File: config.mk
export PLATFORM = sky130hd
export DESIGN_NAME = regfile_sb
export DESIGN_NICKNAME = d
export VERILOG_FILES = /design/src/rtl/rf_pkg.sv /design/src/rtl/rf_scoreboard.sv /design/src/rtl/regfile_sb.sv
export SDC_FILE = /design/constraint.sdc
export NUM_CORES = 2
export LEC_CHECK = 0
export CORE_MARGIN = 4
export CORE_UTILIZATION = 40
export DETAILED_ROUTE_END_ITERATION = 8
export SYNTH_ARGS = -nofsm -noshare
export SYNTH_HDL_FRONTEND = slang
export SYNTH_SLANG_ARGS = --single-unit
File: constraint.sdc
create_clock -name clk -period 8 [get_ports clk]
set_input_delay 2 -clock clk [delete_from_list [all_inputs] [get_ports clk]]
set_output_delay 2 -clock clk [all_outputs]
set_load 0.1 [all_outputs]
File: src/rtl/rf_pkg.sv
// Shared constants and helpers for the bypassing, scoreboarded register file.
package rf_pkg;

    localparam int unsigned XLEN_DEF  = 32;
    localparam int unsigned NREGS_DEF = 32;
    localparam int unsigned REG_ZERO  = 0;

    function automatic int unsigned addr_width(input int unsigned nregs);
        return (nregs > 1) ? $clog2(nregs) : 1;
    endfunction

endpackage

File: src/rtl/rf_scoreboard.sv
// Per-register busy bits for long-latency MDU results and the decode hazard.
module rf_scoreboard
    import rf_pkg::*;
#(
    parameter  int unsigned NREGS  = NREGS_DEF,
    parameter  int unsigned BYPASS = 1,
    localparam int unsigned AW     = addr_width(NREGS)
) (
    input  logic             clk,
    input  logic             rst_n,
    input  logic             mdu_issue,
    input  logic [AW-1:0]    mdu_issue_rd,
    input  logic             clr_en,
    input  logic [AW-1:0]    clr_rd,
    input  logic [AW-1:0]    rs1,
    input  logic [AW-1:0]    rs2,
    input  logic [AW-1:0]    chk_rd,
    input  logic             chk_rd_en,
    output logic             hazard,
    output logic [NREGS-1:0] busy_vec
);

    logic [NREGS-1:0] busy_q;
    logic [NREGS-1:0] busy_d;
    logic [NREGS-1:0] eff_busy;
    logic             issue_fire;

    // An issue during a stall belongs to an instruction that is not leaving decode.
    assign issue_fire = mdu_issue & ~hazard;

    always_comb begin
        busy_d = busy_q;
        if (clr_en) begin
            busy_d[clr_rd] = 1'b0;
        end
        if (issue_fire) begin
            busy_d[mdu_issue_rd] = 1'b1;
        end
        busy_d[REG_ZERO] = 1'b0;
    end

    always_comb begin
        eff_busy = busy_q;
        if ((BYPASS != 0) && clr_en) begin
            eff_busy[clr_rd] = 1'b0;
        end
        eff_busy[REG_ZERO] = 1'b0;
    end

    assign hazard = eff_busy[rs1] | eff_busy[rs2] | (chk_rd_en & eff_busy[chk_rd]);

    always_ff @(posedge clk or negedge rst_n) begin
        if (!rst_n) begin
            busy_q <= '0;
        end else begin
            busy_q <= busy_d;
        end
    end

    assign busy_vec = busy_q;

endmodule

File: src/rtl/regfile_sb.sv
// Register file with read bypass, a second (MDU) write port, busy scoreboard
// and a registered debug read port.
module regfile_sb
    import rf_pkg::*;
#(
    parameter  int unsigned XLEN   = XLEN_DEF,
    parameter  int unsigned NREGS  = NREGS_DEF,
    parameter  int unsigned BYPASS = 1,
    localparam int unsigned AW     = addr_width(NREGS)
) (
    input  logic             clk,
    input  logic             rst_n,
    input  logic [AW-1:0]    rs1,
    input  logic [AW-1:0]    rs2,
    output logic [XLEN-1:0]  rs1_val,
    output logic [XLEN-1:0]  rs2_val,
    input  logic             we,
    input  logic [AW-1:0]    rd,
    input  logic [XLEN-1:0]  wd,
    input  logic             mdu_issue,
    input  logic [AW-1:0]    mdu_issue_rd,
    input  logic             mdu_wb_valid,
    input  logic [AW-1:0]    mdu_wb_rd,
    input  logic [XLEN-1:0]  mdu_wb_data,
    output logic             mdu_wb_ready,
    input  logic [AW-1:0]    chk_rd,
    input  logic             chk_rd_en,
    output logic             hazard,
    output logic [NREGS-1:0] busy_vec,
    input  logic [AW-1:0]    dbg_addr,
    output logic [XLEN-1:0]  dbg_data
);

    localparam logic [AW-1:0] Zero = AW'(REG_ZERO);

    logic [XLEN-1:0] regs_q [NREGS];
    logic [XLEN-1:0] dbg_q;
    logic            mdu_fire;

    // Main writeback always wins the single shared commit slot.
    assign mdu_wb_ready = ~we;
    assign mdu_fire     = mdu_wb_valid & mdu_wb_ready;

    always_ff @(posedge clk or negedge rst_n) begin
        if (!rst_n) begin
            for (int i = 0; i < NREGS; i++) begin
                regs_q[i] <= '0;
            end
        end else begin
            if (we && (rd != Zero)) begin
                regs_q[rd] <= wd;
            end
            if (mdu_fire && (mdu_wb_rd != Zero)) begin
                regs_q[mdu_wb_rd] <= mdu_wb_data;
            end
        end
    end

    always_comb begin
        rs1_val = regs_q[rs1];
        if (rs1 == Zero) begin
            rs1_val = '0;
        end else if ((BYPASS != 0) && we && (rd == rs1)) begin
            rs1_val = wd;
        end else if ((BYPASS != 0) && mdu_fire && (mdu_wb_rd == rs1)) begin
            rs1_val = mdu_wb_data;
        end
    end

    always_comb begin
        rs2_val = regs_q[rs2];
        if (rs2 == Zero) begin
            rs2_val = '0;
        end else if ((BYPASS != 0) && we && (rd == rs2)) begin
            rs2_val = wd;
        end else if ((BYPASS != 0) && mdu_fire && (mdu_wb_rd == rs2)) begin
            rs2_val = mdu_wb_data;
        end
    end

    always_ff @(posedge clk or negedge rst_n) begin
        if (!rst_n) begin
            dbg_q <= '0;
        end else begin
            dbg_q <= regs_q[dbg_addr];
        end
    end

    assign dbg_data = dbg_q;

    rf_scoreboard #(
        .NREGS  (NREGS),
        .BYPASS (BYPASS)
    ) u_scoreboard (
        .clk          (clk),
        .rst_n        (rst_n),
        .mdu_issue    (mdu_issue),
        .mdu_issue_rd (mdu_issue_rd),
        .clr_en       (mdu_fire),
        .clr_rd       (mdu_wb_rd),
        .rs1          (rs1),
        .rs2          (rs2),
        .chk_rd       (chk_rd),
        .chk_rd_en    (chk_rd_en),
        .hazard       (hazard),
        .busy_vec     (busy_vec)
    );

endmodule

* Word-level counts from Yosys, hierarchy flattened
Index checks and enable logic that the tools add are counted.
** Storage, ports and cells
- Bits of input ports :: 105
- Bits in registers :: 1087
- Word-level logic and storage cells :: 116
- Output and inout bits :: 130
** Cells by class
- Equality and inequality tests :: 4
- Reductions and logical operators :: 14
- $lt $le $gt $ge :: 14
- Multiplexer cells :: 35
- Bitwise logic cells :: 15
** Operators with widths (count)
- bitwise mux 1024 bit :: 2
- two-way mux 1024 bit :: 2
- two-way mux 32 bit :: 16
- binary-select mux 32 bit (select 5 bit) :: 3
- demux 32 bit (select 5 bit) :: 2
- bitwise AND 32 bit :: 1
- inverter 32 bit :: 1
- OR 32 bit :: 1
- greater-or-equal comparator 6 bit, second input constant :: 5
- less-than comparator 5 x 6 -> 1 bit, second input constant :: 5
- inverter 5 -> 6 bit :: 5
- == test 5 bit :: 4
- binary-select mux 1 bit (select 5 bit) :: 3
- less-than comparator 6 x 1 -> 1 bit, second input constant :: 2
- demux 1 bit (select 5 bit) :: 2
- greater-or-equal comparator 5 x 1 -> 1 bit, second input constant :: 2
- logical AND 1 bit :: 10
- zero test 5 bit :: 2
- nonzero test 5 bit :: 2
- two-way mux 1 bit :: 5
- bitwise AND 1 bit :: 3
- inverter 1 bit :: 2
- OR 1 bit :: 2

* Logic depth before layout (Yosys ltp)
- Depth after elaboration :: 14
- Depth in mapped cells :: 12
- Depth with buffers taken out :: 7

* Modules after synthesis
From an unflattened synthesis, not the netlist that was laid out.
** Second synthesis, totals
- Cells, all modules :: 6994
- Area total of the unflattened synthesis :: 75867.8 µm²
** By module, submodules not included
- regfile_sb :: times used 1, area each 73214.0 µm², cells an instance 6687, seq. area each 26425.3 µm²
- rf_scoreboard :: times used 1, area each 2653.8 µm², cells an instance 307, seq. area each 775.7 µm²

* Worst setup path before layout
Ideal clock, no wire load.
- Kind :: in2out
- Start point :: input port rs1[0]
- End point :: output port rs1_val[0]
- Arrival time :: 6.213 ns
- Setup slack :: -0.213 ns
- Stages on the path :: 8
- Required time :: 6.000 ns
- Buffers on the path :: 4
- Cells stage by stage :: buf_2 clkbuf_1 buf_1 xor2_1 nor4_1 clkbuf_1 a21oi_1 o21ai_0
** Between the ends
- Longest elaborated chain between the ends :: 7
- Elaborated cells on any way between the ends :: 12
- Those cells by class :: 2 x eq/ne; 6 x mux; 1 x bitwise; 3 x reduce/logical
** RTL lines
- from (decl) :: line regfile_sb.sv:13 : input logic [AW-1:0] rs1,
- inverter 5 -> 6 bit (not written as such) :: line regfile_sb.sv:60 : rs1_val = regs_q[rs1];
- binary-select mux 32 bit (select 5 bit) :: line regfile_sb.sv:60
- two-way mux 32 bit (not written as such) (2 in a row) :: line regfile_sb.sv:60
- two-way mux 32 bit :: line regfile_sb.sv:65 : end else if ((BYPASS != 0) && mdu_fire && (mdu_wb_rd == rs1)) begin
- two-way mux 32 bit :: line regfile_sb.sv:63 : end else if ((BYPASS != 0) && we && (rd == rs1)) begin
- two-way mux 32 bit (*) :: line regfile_sb.sv:61 : if (rs1 == Zero) begin
- to (decl) :: line regfile_sb.sv:15 : output logic [XLEN-1:0] rs1_val,
Mark *: on every way between the ends. The rest lies on a longest branch, timed or not. The select of a mux whose other input is x is not followed.

* Worst setup path in the final report
- Start point :: input port mdu_wb_rd[2]
- End point :: output port rs2_val[13]
** Between the ends
- Longest elaborated chain between the ends :: 5
** RTL lines
- from (decl) :: line regfile_sb.sv:23 : input logic [AW-1:0] mdu_wb_rd,
- == test 5 bit :: line regfile_sb.sv:76 : end else if ((BYPASS != 0) && mdu_fire && (mdu_wb_rd == rs2)) begin
- logical AND 1 bit :: line regfile_sb.sv:76
- two-way mux 32 bit :: line regfile_sb.sv:76
- two-way mux 32 bit :: line regfile_sb.sv:74 : end else if ((BYPASS != 0) && we && (rd == rs2)) begin
- two-way mux 32 bit :: line regfile_sb.sv:72 : if (rs2 == Zero) begin
- to (decl) :: line regfile_sb.sv:16 : output logic [XLEN-1:0] rs2_val,
No other way between the ends.

==> summary.md <==
| Metric | Value |
|---|---|
| Switching share of power | 0.363 |
| Sw power | 0.00810 W |
| Core box area | 188000 sq um |
| Clk_skew | 27.8 ps |
| Synthesized area | 75600 sq um |
| Clk sinks | 1087 |
| Average wire per standard cell | 34.8 um |
| Seq/Total Area, Yosys | 0.360 |
| Largest net degree at the start of global routing | 129 |
| Final WS setup | 311 ps |
| CTS Buf Count | 131 |
| Crit start category | input pin |
| Htree depth | 4 |
| Tcrit/Tclk final | 0.961 |
| Die W | 443 um |
| Clk buf depth | 3 |
| Critical path type | input pin to output pin |
| Initial antenna violation count | 12 |
| Tmin final | 7690 ps |
| Tightest Pin Transition | 1280 ps |
| Num ports | 235 |
| Clk network pwr share | 0.273 |
| Die footprint | 196000 sq um |
| Total grt overflow | 0 |
| Crit path cell chain | clkdlybuf4s50_1 -> xor2_1 -> nor4_1 -> o2111ai_4 -> buf_4 -> a21oi_1 -> a22o_1 -> buf_12 |
| Post-DP HPWL | 190000 um |
| Starting Density | 0.403 |
| CP bufs+invs | 3 |
| Run status | finished, final reports clean |
| Unrepaired setup endpoints after global routing | no |
| FMAX | 130 MHz |
| Drt initial violations | 9134 |
| Port bufs | 233 |
| Chip Height | 443 um |
| # rows | 159 |
| Worst path top cell family by delay | buffers and inverters |
| Average size of a mapped cell | 10.8 sq um |
| Mapped Cells | 6975 |
| Required time of the worst setup path | 6000 ps |
| Slew Limit Fails | 0 |
| Flops & latches, synth | 1087 |
| Final TNS setup | 0 ps |
| Crit Path Max Fanout | 26 |
| Pre-CTS setup slack | 421 ps |
| Setup bufs post-CTS | 0 |
| Pint | 0.0142 W |
| Synth cell types | 81 |
| Worst EP arrival | 5690 ps |
| Global-route wire length before repair | 460000 um |
| Clk slew on worst S/H paths | 50 ps |
| Final setup fails | 0 |
| Most common cell after layout, fill and taps aside | mux2i_1 |
| Synth Net Count | 7080 |
| Fillers | 17.2k |
| Total routed wirelength | 324000 um |
| Most frequent cells in the layout | 1120 x mux2i_1, 1087 x dfrtp_1, 841 x mux4_2, 673 x nand2_1, 664 x a21oi_1 |
| Slew Limit Headroom | 0.145 |
| Comb power frac | 0.350 |
| Critical path endpoint category | output pin |
| Number of synthesized flops with an enable pin | 0 |
| YS warnings | 0 |
| GRT Total Usage | 0.323 |
| Worst Hold Class | flip-flop to flip-flop |
| P&R area growth vs syn | 13.1% |
| Number of global-route vias before repair | 61.6k |
| RD Place Congestion | 0.932 |
| Layout cell share with drive strength beyond 1 | 0.226 |
| Slowest Stage Delay on Critical Path | 830 ps |
| Hold_ws | 418 ps |
| Via Count | 62.8k |
| Nets | 6810 |
| CTS tree | done |
| Leak Pwr | 35.3 nW |
| Power density over the cells | 261 nW/um^2 |
| Sequential power share | 0.378 |
| DRT Pass-1 Iters | 8 |
| Root buffer cell | clkbuf_16 |
| Vias per Instance | 6.76 |
| Synth Flop Type | dfrtp_1 |
| DRC violation count after routing | 0 |
| Worst path slowest cell | clkdlybuf4s50_1 |
| Clk Latency, worst-skew pair | 800 ps |
| Post-CTS sizing | 0 |
| Fin. Hold Viols | 0 |
| Asr flop ratio synth | 1.00 |
| Maximum VDD drop | 0.168 mV |
| Antenna-violating nets left | 0 |
| # hold bufs at CTS | 0 |
| Max-cap violation count | 0 |
==> through the flow <==
stage | instances | instance area (sq um) | utilization | total power, W
6_report | 9296 | 85500 | 0.455 | 0.0223
5_1_grt | 9293 | 85500 | 0.455 | 0.0232
4_1_cts | 9289 | 85500 | 0.455 | 0.0222
3_5_place_dp | 9067 | 81300 | 0.433 | 0.0162
3_3_place_gp | 9067 | 81300 | 0.433 | 0.0159
2_1_floorplan | 6975 | 75600 | - | 0.0137
==> cells by family (layout without fill, tap and decap cells) <==
family	Yosys count	count (layout)	synth area share
simple gates	1487	1487	0.0791
compound gates	1463	1463	0.108
flops	1087	1087	0.360
other cells	1	8	0.0000496
xor+xnor	16	16	0.00185
mux	1999	1999	0.404
buf+inv	922	741	0.0470
==> flip-flops by register name (all words and copies together) (netlist names) <==
name	count
regs_q	1024
dbg_data	32
u_scoreboard.busy_vec	31
==> layer usage <==
layer | vias to the layer above | GRT usage | part of all wire
met4 | 6 | 0.215 | 0.078
met3 | 1251 | 0.104 | 0.12
li1 | 25500 | - | -
met2 | 4685 | 0.479 | 0.44
met5 | - | 0 | 0.00013
met1 | 31400 | 0.405 | 0.36
==> synth_stat cells, types with 6 or more instances <==
library cell | number | share of area
nor4_1 | 8 | 0.00066
clkbuf_1 | 683 | 0.034
nor2_1 | 620 | 0.031
o21a_1 | 6 | 0.00060
o22ai_1 | 41 | 0.0034
nand3b_1 | 8 | 0.00079
nand2_1 | 702 | 0.035
nand2b_1 | 6 | 0.00050
buf_1 | 156 | 0.0077
o221ai_1 | 74 | 0.0086
o31ai_1 | 21 | 0.0021
clkbuf_2 | 17 | 0.0011
mux4_2 | 841 | 0.25
mux2_2 | 37 | 0.0055
a221oi_1 | 15 | 0.0017
nor3_1 | 29 | 0.0019
buf_2 | 51 | 0.0034
a32oi_1 | 7 | 0.00081
mux2i_1 | 1120 | 0.15
a21oi_1 | 665 | 0.044
a31oi_1 | 12 | 0.00099
a211oi_1 | 13 | 0.0013
a22o_1 | 18 | 0.0021
o21ai_1 | 7 | 0.00046
nand3_1 | 47 | 0.0031
o41ai_1 | 14 | 0.0016
xor2_1 | 14 | 0.0016
or2_2 | 16 | 0.0013
nor2b_1 | 10 | 0.00083
inv_1 | 11 | 0.00055
dfrtp_1 | 1087 | 0.36
o21ai_0 | 527 | 0.035
==> cell type report <==
| type | count | area (sq um) | share of cell area |
|---|---|---|---|
| clock inverter | 32 | 343 | 0.00401 |
| inverter | 14 | 55.1 | 0.000644 |
| sequential | 1087 | 27200 | 0.318 |
| multi-input combinational | 4966 | 45400 | 0.531 |
| timing repair buffer | 505 | 5470 | 0.0640 |
| tap | 2495 | 3120 | 0.0365 |
| antenna | 7 | 17.5 | 0.000205 |
| clock buffer | 190 | 3880 | 0.0454 |
==> final timing paths <==
check / slack (ps) / cells after the start / startpoint / end
max reg2reg: 5290 / 7 / u_scoreboard.busy_vec[15] / u_scoreboard.busy_vec[8]
min: 420 / 0 / regs_q[998] / regs_q[998]
max: 310 / 8 / mdu_wb_rd[2] / rs2_val[13]
max in group asynchronous: 5130 / 3 / rst_n / regs_q[180]
min reg2reg: 420 / 0 / regs_q[998] / regs_q[998]
min in group asynchronous: 1230 / 1 / rst_n / dbg_data[26]
==> worst register-to-register path, delay by kind of cell, from the launching register on <==
family,cells,cell delay [ps]
simple gates,1,120
buf+inv,1,270
flops,1,450
mux,1,540
compound gates,4,1200
==> power groups by stage <==
stage	sequential [W]	clock (W)	combinational (W)
floorplan	0.00863	0	0.00506
global placement	0.00830	0	0.00762
detailed placement	0.00842	0	0.00774
CTS	0.00834	0.00613	0.00776
global route	0.00860	0.00635	0.00824
finish	0.00842	0.00609	0.00780
Power figures use the tool's default switching activity.
